File: src/rtl/sb_param_chain_if.sv
// Switch-block port bundle: configuration chain, status flags and the four
// track groups. The switch block takes the slave side; whoever drives the
// block (a tile wrapper or a bench) takes the master side.
interface sb_param_chain_if #(
    parameter int CHAN_WIDTH = 4
);
    logic                  ccff_head;
    logic                  ccff_en;
    logic                  ccff_commit;
    logic                  ccff_tail;
    logic                  cfg_valid;
    logic                  cfg_err;
    logic [0:CHAN_WIDTH-1] chany_top_in;
    logic [0:CHAN_WIDTH-1] chanx_right_in;
    logic [0:CHAN_WIDTH-1] chany_bottom_in;
    logic [0:CHAN_WIDTH-1] chanx_left_in;
    logic [0:CHAN_WIDTH-1] chany_top_out;
    logic [0:CHAN_WIDTH-1] chanx_right_out;
    logic [0:CHAN_WIDTH-1] chany_bottom_out;
    logic [0:CHAN_WIDTH-1] chanx_left_out;

    modport master (
        output ccff_head, ccff_en, ccff_commit,
        output chany_top_in, chanx_right_in, chany_bottom_in, chanx_left_in,
        input  ccff_tail, cfg_valid, cfg_err,
        input  chany_top_out, chanx_right_out, chany_bottom_out, chanx_left_out
    );

    modport slave (
        input  ccff_head, ccff_en, ccff_commit,
        input  chany_top_in, chanx_right_in, chany_bottom_in, chanx_left_in,
        output ccff_tail, cfg_valid, cfg_err,
        output chany_top_out, chanx_right_out, chany_bottom_out, chanx_left_out
    );
endinterface

File: src/rtl/sb_param_chain.sv
// Four-sided routing switch block with a shadowed configuration chain.
// Bits shift into a shadow register; only a commit that arrives after
// exactly CFG_BITS shifted bits copies the shadow into the active routing
// configuration, so the tracks never glitch while the chain is loading.
// Each output track is a 4:1 select (off / same-index track from one of
// the other three sides, counted clockwise from the output side).
// Build option: define SB_OUT_REG_EN to register every *_out bit on
// prog_clk (one extra cycle of latency); otherwise the outputs are purely
// combinational from the active configuration and the inputs.
module sb_param_chain #(
    parameter int CHAN_WIDTH = 4
) (
    input  logic           prog_clk,
    input  logic           prog_reset,
    sb_param_chain_if.slave sb
);
    localparam int CFG_BITS = 8 * CHAN_WIDTH;
    localparam int CNT_W    = $clog2(CFG_BITS + 1) + 1;
    localparam logic [CNT_W-1:0] CNT_FULL = CNT_W'(CFG_BITS);
    localparam logic [CNT_W-1:0] CNT_SAT  = CNT_W'(CFG_BITS + 1);

    logic [0:CFG_BITS-1]   r_sr;
    logic [0:CFG_BITS-1]   r_act;
    logic [CNT_W-1:0]      r_cnt;
    logic                  r_valid;
    logic                  r_err;
    logic                  w_commit_ok;
    logic [0:CHAN_WIDTH-1] w_in  [0:3];
    logic [0:CHAN_WIDTH-1] w_mux [0:3];
    logic [0:CHAN_WIDTH-1] w_out [0:3];

    // A commit is good only when exactly one full chain length has been shifted.
    assign w_commit_ok = sb.ccff_commit && (r_cnt == CNT_FULL);

    // Serial shadow chain: new bit enters at index 0, tail leaves at the far end.
    always_ff @(posedge prog_clk or posedge prog_reset) begin
        if (prog_reset) begin
            r_sr <= '0;
        end else if (sb.ccff_en) begin
            r_sr <= {sb.ccff_head, r_sr[0:CFG_BITS-2]};
        end
    end

    // Shift counter: saturates one past full so over-length loads stay rejected.
    always_ff @(posedge prog_clk or posedge prog_reset) begin
        if (prog_reset) begin
            r_cnt <= '0;
        end else if (sb.ccff_commit) begin
            r_cnt <= sb.ccff_en ? CNT_W'(1) : '0;
        end else if (sb.ccff_en && (r_cnt != CNT_SAT)) begin
            r_cnt <= r_cnt + CNT_W'(1);
        end
    end

    // Active configuration and status flags; the error flag is sticky until reset.
    always_ff @(posedge prog_clk or posedge prog_reset) begin
        if (prog_reset) begin
            r_act   <= '0;
            r_valid <= 1'b0;
            r_err   <= 1'b0;
        end else begin
            if (w_commit_ok) begin
                r_act   <= r_sr;
                r_valid <= 1'b1;
            end
            if (sb.ccff_commit && !w_commit_ok) begin
                r_err <= 1'b1;
            end
        end
    end

    // Side order top, right, bottom, left is also clockwise order.
    assign w_in[0] = sb.chany_top_in;
    assign w_in[1] = sb.chanx_right_in;
    assign w_in[2] = sb.chany_bottom_in;
    assign w_in[3] = sb.chanx_left_in;

    // Per-track 4:1 select; select code n picks the n-th side clockwise.
    always_comb begin
        for (int s = 0; s < 4; s++) begin
            w_mux[s] = '0;
            for (int i = 0; i < CHAN_WIDTH; i++) begin
                case ({r_act[2*(s*CHAN_WIDTH+i)], r_act[2*(s*CHAN_WIDTH+i)+1]})
                    2'b01:   w_mux[s][i] = w_in[(s+1)%4][i];
                    2'b10:   w_mux[s][i] = w_in[(s+2)%4][i];
                    2'b11:   w_mux[s][i] = w_in[(s+3)%4][i];
                    default: w_mux[s][i] = 1'b0;
                endcase
            end
        end
    end

`ifdef SB_OUT_REG_EN
    logic [0:CHAN_WIDTH-1] r_out [0:3];

    // Registered track outputs, cleared with the configuration.
    always_ff @(posedge prog_clk or posedge prog_reset) begin
        if (prog_reset) begin
            r_out <= '{default: '0};
        end else begin
            r_out <= w_mux;
        end
    end

    assign w_out = r_out;
`else
    assign w_out = w_mux;
`endif

    assign sb.chany_top_out    = w_out[0];
    assign sb.chanx_right_out  = w_out[1];
    assign sb.chany_bottom_out = w_out[2];
    assign sb.chanx_left_out   = w_out[3];
    assign sb.ccff_tail        = r_sr[CFG_BITS-1];
    assign sb.cfg_valid        = r_valid;
    assign sb.cfg_err          = r_err;
endmodule

File: src/flat_wrapper.sv
// flat-port wrapper written by rule: the top's interface ports become plain ports
module sb_param_chain_flat 
#(
    parameter int CHAN_WIDTH = 4
)
  (prog_clk, prog_reset, sb_ccff_head, sb_ccff_en, sb_ccff_commit, sb_chany_top_in, sb_chanx_right_in, sb_chany_bottom_in, sb_chanx_left_in, sb_ccff_tail, sb_cfg_valid, sb_cfg_err, sb_chany_top_out, sb_chanx_right_out, sb_chany_bottom_out, sb_chanx_left_out);
  sb_param_chain_if #(.CHAN_WIDTH(CHAN_WIDTH)) sb_i ();
  input  logic prog_clk;
  input  logic prog_reset;
  input wire logic [$bits(sb_i.ccff_head)-1:0] sb_ccff_head;
  input wire logic [$bits(sb_i.ccff_en)-1:0] sb_ccff_en;
  input wire logic [$bits(sb_i.ccff_commit)-1:0] sb_ccff_commit;
  input wire logic [$bits(sb_i.chany_top_in)-1:0] sb_chany_top_in;
  input wire logic [$bits(sb_i.chanx_right_in)-1:0] sb_chanx_right_in;
  input wire logic [$bits(sb_i.chany_bottom_in)-1:0] sb_chany_bottom_in;
  input wire logic [$bits(sb_i.chanx_left_in)-1:0] sb_chanx_left_in;
  output wire logic [$bits(sb_i.ccff_tail)-1:0] sb_ccff_tail;
  output wire logic [$bits(sb_i.cfg_valid)-1:0] sb_cfg_valid;
  output wire logic [$bits(sb_i.cfg_err)-1:0] sb_cfg_err;
  output wire logic [$bits(sb_i.chany_top_out)-1:0] sb_chany_top_out;
  output wire logic [$bits(sb_i.chanx_right_out)-1:0] sb_chanx_right_out;
  output wire logic [$bits(sb_i.chany_bottom_out)-1:0] sb_chany_bottom_out;
  output wire logic [$bits(sb_i.chanx_left_out)-1:0] sb_chanx_left_out;
  assign sb_i.ccff_head = sb_ccff_head;
  assign sb_i.ccff_en = sb_ccff_en;
  assign sb_i.ccff_commit = sb_ccff_commit;
  assign sb_i.chany_top_in = sb_chany_top_in;
  assign sb_i.chanx_right_in = sb_chanx_right_in;
  assign sb_i.chany_bottom_in = sb_chany_bottom_in;
  assign sb_i.chanx_left_in = sb_chanx_left_in;
  assign sb_ccff_tail = sb_i.ccff_tail;
  assign sb_cfg_valid = sb_i.cfg_valid;
  assign sb_cfg_err = sb_i.cfg_err;
  assign sb_chany_top_out = sb_i.chany_top_out;
  assign sb_chanx_right_out = sb_i.chanx_right_out;
  assign sb_chany_bottom_out = sb_i.chany_bottom_out;
  assign sb_chanx_left_out = sb_i.chanx_left_out;
  sb_param_chain #(.CHAN_WIDTH(CHAN_WIDTH)) u_core (.prog_clk(prog_clk), .prog_reset(prog_reset), .sb(sb_i));
endmodule
File: config.mk
export PLATFORM = sky130hd
export DESIGN_NAME = sb_param_chain_flat
export DESIGN_NICKNAME = d
export VERILOG_FILES = /design/src/rtl/sb_param_chain_if.sv /design/src/rtl/sb_param_chain.sv /design/src/flat_wrapper.sv
export SDC_FILE = /design/constraint.sdc
export NUM_CORES = 1
export LEC_CHECK = 0
export ABC_CLOCK_PERIOD_IN_PS = 7000
export CAP_MARGIN = 15
export CORE_MARGIN = 1.5
export CORE_UTILIZATION = 45
export CTS_CLUSTER_DIAMETER = 200
export CTS_CLUSTER_SIZE = 28
export DETAILED_ROUTE_END_ITERATION = 6
export PLACE_DENSITY = 0.77
export SYNTH_ARGS = -nofsm -noshare
export SYNTH_HDL_FRONTEND = slang
export SYNTH_SLANG_ARGS = --single-unit
File: constraint.sdc
create_clock -name prog_clk -period 7 [get_ports prog_clk]
set_input_delay 1.75 -clock prog_clk [delete_from_list [all_inputs] [get_ports prog_clk]]
set_output_delay 1.75 -clock prog_clk [all_outputs]
set_load 0.01 [all_outputs]
======== Yosys cells after proc, flatten, opt, wreduce, memory -nomap -nowiden ========
Cells that the tools add are included.
cells by class
  add/subtract/negate cells ............... 1
  eq/ne operators ......................... 50
  mux-type cells .......................... 19
  reductions and logical operators ........ 5
operator list
  operator             count
  $eq 2x2->1 const B   32
  $pmux 1 s3           16
  $eq 2x1->1 const B   16
  $mux 7               2
  $add 7x1->7 const B  1
  $eq 7x6->1 const B   1
  $ne 7x6->1 const B   1
  $logic_and 1x1->1    3
  $reduce_bool 2->1    1
  $logic_not 1->1      1
  $mux 1               1
word-level totals
  register bits ........................... 73
  input bits .............................. 21
  output and inout port bits .............. 19
  logic and storage cells ................. 80

======== Depth between registers and ports, before layout ========
Gate-level depths: netlist of run 1.
  word-level depth ........................ 4
  mapped depth ............................ 5
  mapped depth without buffers ............ 5

======== Least setup slack after synthesis of run 1 ========
No wires, ideal clock.
  path type ............................... input to output
  start point ............................. in sb_chany_bottom_in[0]
  end point ............................... out sb_chanx_left_out[0]
  data arrival time ....................... 2.179 ns
  required time ........................... 5.250 ns
  path slack .............................. 3.071 ns
  cell stages on the path ................. 3
  buffers on the path ..................... 0
  cells stage by stage .................... mux2_2 > nand2_1 > o21ai_0
between the ends
  longest elaborated chain between the ends .. 1
RTL lines
  element          RTL line              RTL
  start, declared  flat_wrapper.sv:15    input wire logic [$bits(sb_i.chany_bottom_in)-1:0] sb_chany_bottom_in;
  $pmux 1 s3       sb_param_chain.sv:83  case ({r_act[2*(s*CHAN_WIDTH+i)], r_act[2*(s*CHAN_WIDTH+i)+1]})
  end, declared    flat_wrapper.sv:23    output wire logic [$bits(sb_i.chanx_left_out)-1:0] sb_chanx_left_out;
No other way between the ends.

======== Worst setup path after layout of run 1 ========
  start point ............................. in sb_chany_bottom_in[2]
  end point ............................... out sb_chanx_left_out[2]
The elaborated chain is that of the path after synthesis.

==> results of run 1 <==
-- Yosys cell counts (all sizes together) --
cell,count
nand2b,3
nor3,1
mux2,81
nand4,4
a211o,1
and3b,1
or3,2
inv,4
buf,6
nor2,3
o21ai,18
nor2b,2
mux2i,1
xor2,2
a21o,1
ha,3
nor3b,1
a21oi,5
nand3,2
nand2,35
clkbuf,2
dfrtp,73
-- stage by stage --
stage | instances | setup WS (ps) | util | power (mW) | hold WS, ps
2_1_floorplan | 251 | 3070 | - | 0.634 | 493
6_report | 399 | 2010 | 0.557 | 0.973 | 462
3_5_place_dp | 383 | 2010 | 0.532 | 0.686 | 448
5_1_grt | 399 | 1920 | 0.557 | 1.03 | 483
3_3_place_gp | 383 | 2000 | 0.532 | 0.677 | 441
4_1_cts | 399 | 2000 | 0.557 | 0.987 | 469
-- registers in the layout, summed over array words and instances (netlist names) --
register and count:
u_core.sb.cfg_valid 1, u_core.r_sr 32, u_core.r_cnt 7, u_core.r_act 32, u_core.sb.cfg_err 1
-- worst min path at each step --
stage	endpoint	from	slack (ps)
2_1_floorplan	u_core.sb.cfg_err	u_core.sb.cfg_err	490
3_3_place_gp	u_core.sb.cfg_err	u_core.sb.cfg_err	440
3_5_place_dp	u_core.sb.cfg_err	u_core.sb.cfg_err	450
4_1_cts	u_core.sb.cfg_err	u_core.sb.cfg_err	470
5_1_grt	u_core.sb.cfg_err	u_core.sb.cfg_err	480
6_report	u_core.sb.cfg_err	u_core.sb.cfg_err	460
-- power groups by stage --
stage / logic, mW / registers [mW] / clock network (mW)
after detailed placement: 0.120 / 0.566 / 0
after floorplan: 0.0933 / 0.540 / 0
after global routing: 0.132 / 0.567 / 0.333
after global placement: 0.116 / 0.561 / 0
final: 0.118 / 0.556 / 0.299
after CTS: 0.121 / 0.557 / 0.309
-- layer usage --
layer  up-vias  wire (microns)
met3         8             201
met4         0             112
met2        29            2710
met1       981            2780
li1        968               -
met5         -               0
-- cell families (layout without fill, tap and decap cells) --
group,after synthesis,count (layout)
and+or+nand+nor,54,54
xor gates and xnor gates,2,2
DFF,73,73
muxes,82,82
AOI/OAI and AO/OA,25,25
buffers and inverters,12,61
adders and majority gates,3,3
-- area by class of cell --
type | count | area [sq um] | share of cell area
repair buffers | 41 | 405 | 0.100
inverters | 4 | 15.0 | 0.00372
flip-flops and latches | 73 | 1830 | 0.452
well taps | 99 | 124 | 0.0307
clock inverters | 5 | 30.0 | 0.00743
multi-input cells | 166 | 1490 | 0.368
clock buffers | 11 | 151 | 0.0375
==> results_dict.tcl, run 1 <==
set metrics [dict create \
    status "complete, no violations" \
    final.setup.tns_ps 0 \
    startpoint "sb_chany_bottom_in[2]" \
    timing.rr.end "u_core.r_act[28]" \
    layout_common_cells "dfrtp_1 (73), mux2_2 (52), clkdlybuf4s50_1 (39)" \
    total_leakage_power_nw 1.86 \
    syn_inst 251 \
    finalCriticalPeriod_ps 4990 \
    critPathKind "input pin to output pin" \
    final_net_count 319 \
    timing.slew.headroom 0.406 \
    maxCapViolations 0 \
    fin_crit_sh 0.713 \
    max_stage_delay_ps 610 \
    grt_first_pass_wirelength_mm 10.3 \
    cts_tree "yes" \
    skew_ps 6.87 \
    die_w_microns 89.7 \
    yosysWarnings 0 \
    grt.busiest_layer "met2" \
    ys_types 25 \
    die_area_sq_mm 0.00805 \
    synth_area_sq_mm 0.00338 \
    io_pins 40 \
    hold_buffers 0 \
    rows 31 \
    synth_xor_xnor_area_share 0.00518 \
    rsz0062_at_grt "false" \
    pwr-share-comb 0.122 \
    cts_htree_levels 3 \
    drt.antenna.violating_nets 0 \
    cts_buffers 9 \
    cp.arrival_ps 3240 \
    grt_max_degree 74 \
    synth_simple_gate_area_share 0.0795 \
    synth_top_family_by_area "multiplexers" \
    r2r_slack_ps 4820 \
    cts-root-buf "clkbuf_8" \
    grt_pass1_vias 2080 \
    synth_top_area_share 0.540 \
    p_seq_frac 0.571 \
    route.detailed.drc 0 \
    r2r_start "u_core.r_cnt[2]" \
    yosys.area.top_type "dfrtp_1" \
    hold_viol_final 0 \
    synth_mux_area_frac 0.305 \
    place_congestion 0.839 \
    antenna_found_initial 0 \
    cellPowerDensity_mw_per_mm2 241 \
    finalSetupViolations 0 \
    ctsResizeCount 0 \
    worst-path-buf-inv 2 \
    cp-end-kind "output pin" \
    crit_chain "clkdlybuf4s50_1 > mux2_2 > nand2_1 > o21ai_0 > clkdlybuf4s50_1" \
    power_frac_clock 0.307 \
    grt_util_met1 0.219 \
    totalWireLength_mm 5.80 \
    ys_ff_latch 73 \
    internal_power_mw 0.720 \
    fillCellCount 595 \
    clock-sinks 73 \
    switching_share 0.260 \
    grtUsageMet3 0.0491 \
    slowest_stage "clkdlybuf4s50_1" \
    synth_compound_area_frac 0.0388 \
    via_count 1986 \
    detail_route.wl_per_cell_microns 14.5 \
    hp-class "flop to flop" \
    place_hpwl_mm 3.95 \
    grt_overflow_total 0 \
    yosysSeqAreaShare 0.540 \
    max_clock_freq_mhz 200 \
    peakVddDrop_mv 0.122 \
    drtIter0Drc 113 \
    slew_violations 0 \
    n_antenna_cell 0 \
    cp_max_fo 3 \
    synth-adder-area-share 0.0111 \
    grt_usage 0.162 \
    core_sq_mm 0.00725 \
    reg2reg_depth 3 \
    postCtsSetupBuffers 0 \
    min_path_cells 1 \
    critical_path.endpoint "sb_chanx_left_out[2]" \
    power_switching_mw 0.253 \
    yosys-top-cells-area "dfrtp_1 (54%), mux2_2 (17%), mux2_4 (13%), nand2_1 (3.9%), o21ai_0 (2.7%)" \
    path_delay_family "buffers and inverters" \
    worst_slew_pin_slew_ps 891 \
    avgViaCountPerCell 4.98 \
    start_util 0.467 \
    max-clock-path-buffers 2 \
    cp.depth 5 \
    use_met2 0.244 \
    io_buffers 39 \
    placed_area_sq_mm 0.00386 \
    path_common_cell "clkdlybuf4s50_1" \
    crit_path_start_kind "input pin" \
    syn-num-nets 275 \
    area_growth_pct 19.3 \
    dr.pass1.iters 4 \
    clk_pin_slew_ps 70 \
    layout-drive-gt1-share 0.340 \
    die_h_microns 89.7 \
    required_ps 5250 \
    clk_latency_ps 340 \
    mostFrequentLayoutCell "dfrtp_1" \
    synth.avg_cell_area_sq_um 13.5 \
    stdcell_area_sq_mm 0.00404 \
]
Note: power is estimated with default switching activity, not from simulation.
==> run 2, diff against run 1 <==
Settings changed: ABC_CLOCK_PERIOD_IN_PS 7000 to 4900.
Clock period 7 ns to 4.9 ns, I/O delays scaled along.
==> run 2 against run 1 <==
Utilization barely moved. Wire length up 0.10%. Global-route usage shrank 0.20 points. Clock skew rose by 5.2 ps. First-iteration DRC count shrank 27%. Final cell count is the same. Cell area about the same. Clock power increased by 43%. Via count rose by 1.7%. Combinational power up 44%. Die area unchanged. Hold slack better by 2.0 ps. Critical endpoint unchanged. Highest routed layer unchanged.
==> results_dict.tcl, run 2 (synthesized netlist as in run 1, its figures left out) <==
set metrics [dict create \
    cts_tree "yes" \
    io_buffers 39 \
    n_antenna_cell 0 \
    worst_slew_pin_slew_ps 834 \
    reg.largest.list "u_core.r_act: 32 flops, u_core.r_sr: 32 flops, u_core.r_cnt: 7 flops" \
    route.detailed.drc 0 \
    dr.pass1.iters 4 \
    hold_buffers 0 \
    required_ps 3670 \
    grt_first_pass_wirelength_mm 10.2 \
    finalCriticalPeriod_ps 3930 \
    finalSetupViolations 0 \
    grt_usage 0.160 \
    core_sq_mm 0.00725 \
    die_area_sq_mm 0.00805 \
    fillCellCount 608 \
    p_total_mw 1.39 \
    postCtsSetupBuffers 0 \
    place_congestion 0.829 \
    critPathKind "input pin to output pin" \
    maxCapViolations 0 \
    hold_viol_final 0 \
    final.setup.tns_ps 0 \
    timing.slew.headroom 0.443 \
    mostFrequentLayoutCell "dfrtp_1" \
    start_util 0.467 \
    clk_pin_slew_ps 70 \
    antenna_found_initial 0 \
    cts_buffers 9 \
    drtIter0Drc 83 \
    status "complete, no violations" \
    clk_latency_ps 350 \
    place_hpwl_mm 4.07 \
    hp-class "flop to flop" \
    area_growth_pct 19.4 \
    layout_common_cells "dfrtp_1 (73), mux2_2 (52), clkdlybuf4s50_1 (39)" \
    cp-end-kind "output pin" \
    detail_route.wl_per_cell_microns 14.5 \
    crit_path_start_kind "input pin" \
    clock-sinks 73 \
    cp_max_fo 3 \
    cts-root-buf "clkbuf_8" \
    layout-drive-gt1-share 0.337 \
    fin_crit_sh 0.801 \
    max-clock-path-buffers 2 \
    grt_pass1_vias 2075 \
    ctsResizeCount 0 \
    io_pins 40 \
    grt_max_degree 49 \
    rows 31 \
    cp.arrival_ps 2700 \
    cellPowerDensity_mw_per_mm2 344 \
    totalWireLength_mm 5.81 \
    via_count 2019 \
    rsz0062_at_grt "false" \
    die_h_microns 89.7 \
    peakVddDrop_mv 0.160 \
    avgViaCountPerCell 5.06 \
    drt.antenna.violating_nets 0 \
    final_net_count 319 \
    die_w_microns 89.7 \
    skew_ps 12.1 \
    cts_htree_levels 3 \
    slew_violations 0 \
    total_leakage_power_nw 1.86 \
    max_clock_freq_mhz 255 \
    grt_overflow_total 0 \
]
==> run 2: layer usage <==
metal | vias up | share of wire | global-route usage
met5 | - | 0 | 0
met4 | 0 | 0.018 | 0.0754
met3 | 11 | 0.035 | 0.0372
met2 | 31 | 0.47 | 0.250
met1 | 999 | 0.47 | 0.213
li1 | 978 | - | -
==> run 2: worst max-delay path: stages <==
cell and delay (ps):
clkdlybuf4s50_1 530, mux2_2 170, nand2_1 40, o21ai_0 130, clkdlybuf4s50_1 600
==> run 2: path summary, 6_finish.rpt <==
| path | startpoint | endpoint | slack, ps | cells after the start |
|---|---|---|---|---|
| max | sb_chany_top_in[2] | sb_chanx_left_out[2] | 970 | 5 |
| min | u_core.sb.cfg_err | u_core.sb.cfg_err | 460 | 1 |
| max reg2reg | u_core.r_cnt[2] | u_core.r_act[4] | 2750 | 3 |
| min reg2reg | u_core.sb.cfg_err | u_core.sb.cfg_err | 460 | 1 |
| max in group asynchronous | prog_reset | u_core.r_sr[0] | 2680 | 3 |
| min in group asynchronous | prog_reset | u_core.r_sr[12] | 1240 | 2 |
==> run 2: cell type report <==
type / instances / area, sq um / share of cell area
Sequential cell: 73 / 1830 / 0.452
Multi-Input combinational cell: 166 / 1490 / 0.368
Timing Repair Buffer: 41 / 405 / 0.100
Clock buffer: 12 / 155 / 0.0384
Tap cell: 99 / 124 / 0.0307
Clock inverter: 4 / 27.5 / 0.00681
Inverter: 4 / 15.0 / 0.00372
==> run 2: per-stage QoR <==
step | cells | setup WS [ps] | utilization | hold WS [ps] | instance area, sq um
after floorplan | 251 | 1820 | - | 493 | 3380
after global routing | 399 | 889 | 0.557 | 481 | 4040
after global placement | 383 | 956 | 0.532 | 440 | 3860
final | 399 | 974 | 0.557 | 464 | 4040
after detailed placement | 383 | 980 | 0.532 | 447 | 3860
after CTS | 399 | 963 | 0.557 | 467 | 4040
==> run 2: where the power goes <==
part | leakage [nW] | internal, mW | switching, mW
Combinational | 0.811 | 0.112 | 0.0583
Clock | 0.0846 | 0.211 | 0.216
Sequential | 0.962 | 0.708 | 0.0827
Total | 1.86 | 1.03 | 0.357
==> run 3, diff against run 2 <==
Settings changed: ABC_CLOCK_PERIOD_IN_PS 4900 to 4000.
Clock period 4.9 ns to 4 ns, I/O delays scaled along.
==> run 3 against run 2 <==
Via count rose by 0.94%. Sequential share of layout area decreased by 0.15 points. Clock power rose by 23%. Utilization up 0.19 points. Global-route usage barely moved. Hold slack gained 5.9 ps. Sequential power up 24%. Wire length grew 3.9%. Critical path depth fell by 1. Largest cell class unchanged.
==> results_dict.tcl, run 3 (synthesized netlist as in run 1, its figures left out) <==
set metrics [dict create \
    reg2reg_depth 5 \
    peakVddDrop_mv 0.226 \
    worst_slew_pin_slew_ps 972 \
    cts_tree "yes" \
    fin_crit_sh 0.872 \
    cp.arrival_ps 2490 \
    final.setup.tns_ps 0 \
    totalWireLength_mm 6.03 \
    clk_latency_ps 340 \
    max-clock-path-buffers 2 \
    ctsResizeCount 0 \
    avgViaCountPerCell 5.08 \
    cp-end-kind "output pin" \
    hp-start "u_core.sb.cfg_valid" \
    fillCellCount 586 \
    skew_ps 7.69 \
    dr.pass1.iters 4 \
    max_clock_freq_mhz 287 \
    clock-sinks 73 \
    maxCapViolations 0 \
    min_to "u_core.sb.cfg_valid" \
    grt_max_degree 49 \
    die_w_microns 89.7 \
    hp-class "flop to flop" \
    grt_usage 0.160 \
    cellPowerDensity_mw_per_mm2 423 \
    die_h_microns 89.7 \
    p_total_mw 1.71 \
    timing.rr.end "u_core.r_act[1]" \
    timing.slew.headroom 0.351 \
    core_sq_mm 0.00725 \
    finalSetupViolations 0 \
    via_count 2038 \
    antenna_found_initial 0 \
    place_inst 385 \
    area_growth_pct 19.8 \
    reg.largest.list "u_core.r_act: 32 flops, u_core.r_sr: 32 flops, u_core.r_cnt: 7 flops" \
    hold_viol_final 0 \
    cts-root-buf "clkbuf_8" \
    io_pins 40 \
    grt_first_pass_wirelength_mm 10.3 \
    clk_pin_slew_ps 70 \
    io_buffers 39 \
    cts_htree_levels 3 \
    crit_path_start_kind "input pin" \
    grt_overflow_total 0 \
    total_leakage_power_nw 1.88 \
    cts_buffers 9 \
    route.detailed.drc 0 \
    place_hpwl_mm 4.09 \
    final_net_count 321 \
    n_antenna_cell 0 \
    regArea_sq_mm 0.00183 \
    rsz0062_at_grt "false" \
    final_core_util 0.559 \
    required_ps 3000 \
    detail_route.wl_per_cell_microns 15.0 \
    grt_pass1_vias 2122 \
    finalCriticalPeriod_ps 3490 \
    multiInputGateArea_sq_mm 0.00149 \
    hold_buffers 0 \
    start_util 0.467 \
    status "complete, no violations" \
    postCtsSetupBuffers 0 \
    place_congestion 0.809 \
    r2r_slack_ps 2100 \
    min_path_cells 1 \
    grt_util_met1 0.218 \
    use_met2 0.246 \
    grt.busiest_layer "met2" \
    rows 31 \
    critPathKind "input pin to output pin" \
    cp_max_fo 3 \
    mostFrequentLayoutCell "dfrtp_1" \
    drt.antenna.violating_nets 0 \
    r2r_start "u_core.r_cnt[0]" \
    grtUsageMet3 0.0347 \
    layout_common_cells "dfrtp_1 (73), mux2_2 (52), clkdlybuf4s50_1 (39)" \
    fin_cells 401 \
    drtIter0Drc 76 \
    die_area_sq_mm 0.00805 \
    layout-drive-gt1-share 0.341 \
    slew_violations 0 \
]
-- run 3: changes by cell type in the layout (fill, tap and decap cells not counted), sizes merged --
cell      before  now
buf            2    4
inv            4    5
clkinv         1    2
clkinvlp       3    1
-- run 3: worst max-delay path, cell delays in order --
cell             delay, ps
clkdlybuf4s50_1        520
nand2_1                 60
o21ai_0                290
clkdlybuf4s50_1        610
-- run 3: how the worst max path moves through the flow --
stage | start | end | cells past startpoint
2_1_floorplan | prog_reset | u_core.r_act[0] | 1
3_3_place_gp | sb_chanx_right_in[2] | sb_chanx_left_out[2] | 4
3_5_place_dp | sb_chanx_right_in[2] | sb_chanx_left_out[2] | 4
4_1_cts | sb_chanx_right_in[2] | sb_chanx_left_out[2] | 4
5_1_grt | sb_chanx_right_in[2] | sb_chanx_left_out[2] | 4
6_report | sb_chanx_right_in[2] | sb_chanx_left_out[2] | 4
-- run 3: where the power goes --
| group | internal, mW | switching (mW) | leakage [nW] |
|---|---|---|---|
| Combinational | 0.138 | 0.0725 | 0.820 |
| Clock | 0.259 | 0.265 | 0.0928 |
| Sequential | 0.867 | 0.111 | 0.962 |
| Total | 1.26 | 0.448 | 1.88 |
-- run 3: metrics by stage --
stage	worst slack, ps	cell area (sq um)	hold WS (ps)
floorplan	1150	3380	493
global placement	506	3870	440
detailed placement	529	3870	454
CTS	512	4050	472
global route	424	4050	504
finish	512	4050	469
-- run 3: routing by layer --
metal  part of all wire  vias up  wire length [microns]
li1                   -      974                      -
met1               0.49     1023                   2970
met2               0.46       30                   2770
met3              0.029       11                    175
met4              0.020        0                    121
met5                  0        -                      0
-- run 3: cell type report --
cell class,count,area share
Multi-Input combinational cell,166,0.367
Sequential cell,73,0.451
Tap cell,99,0.0306
Clock buffer,12,0.0383
Clock inverter,4,0.00648
Inverter,4,0.00370
Timing Repair Buffer,43,0.104
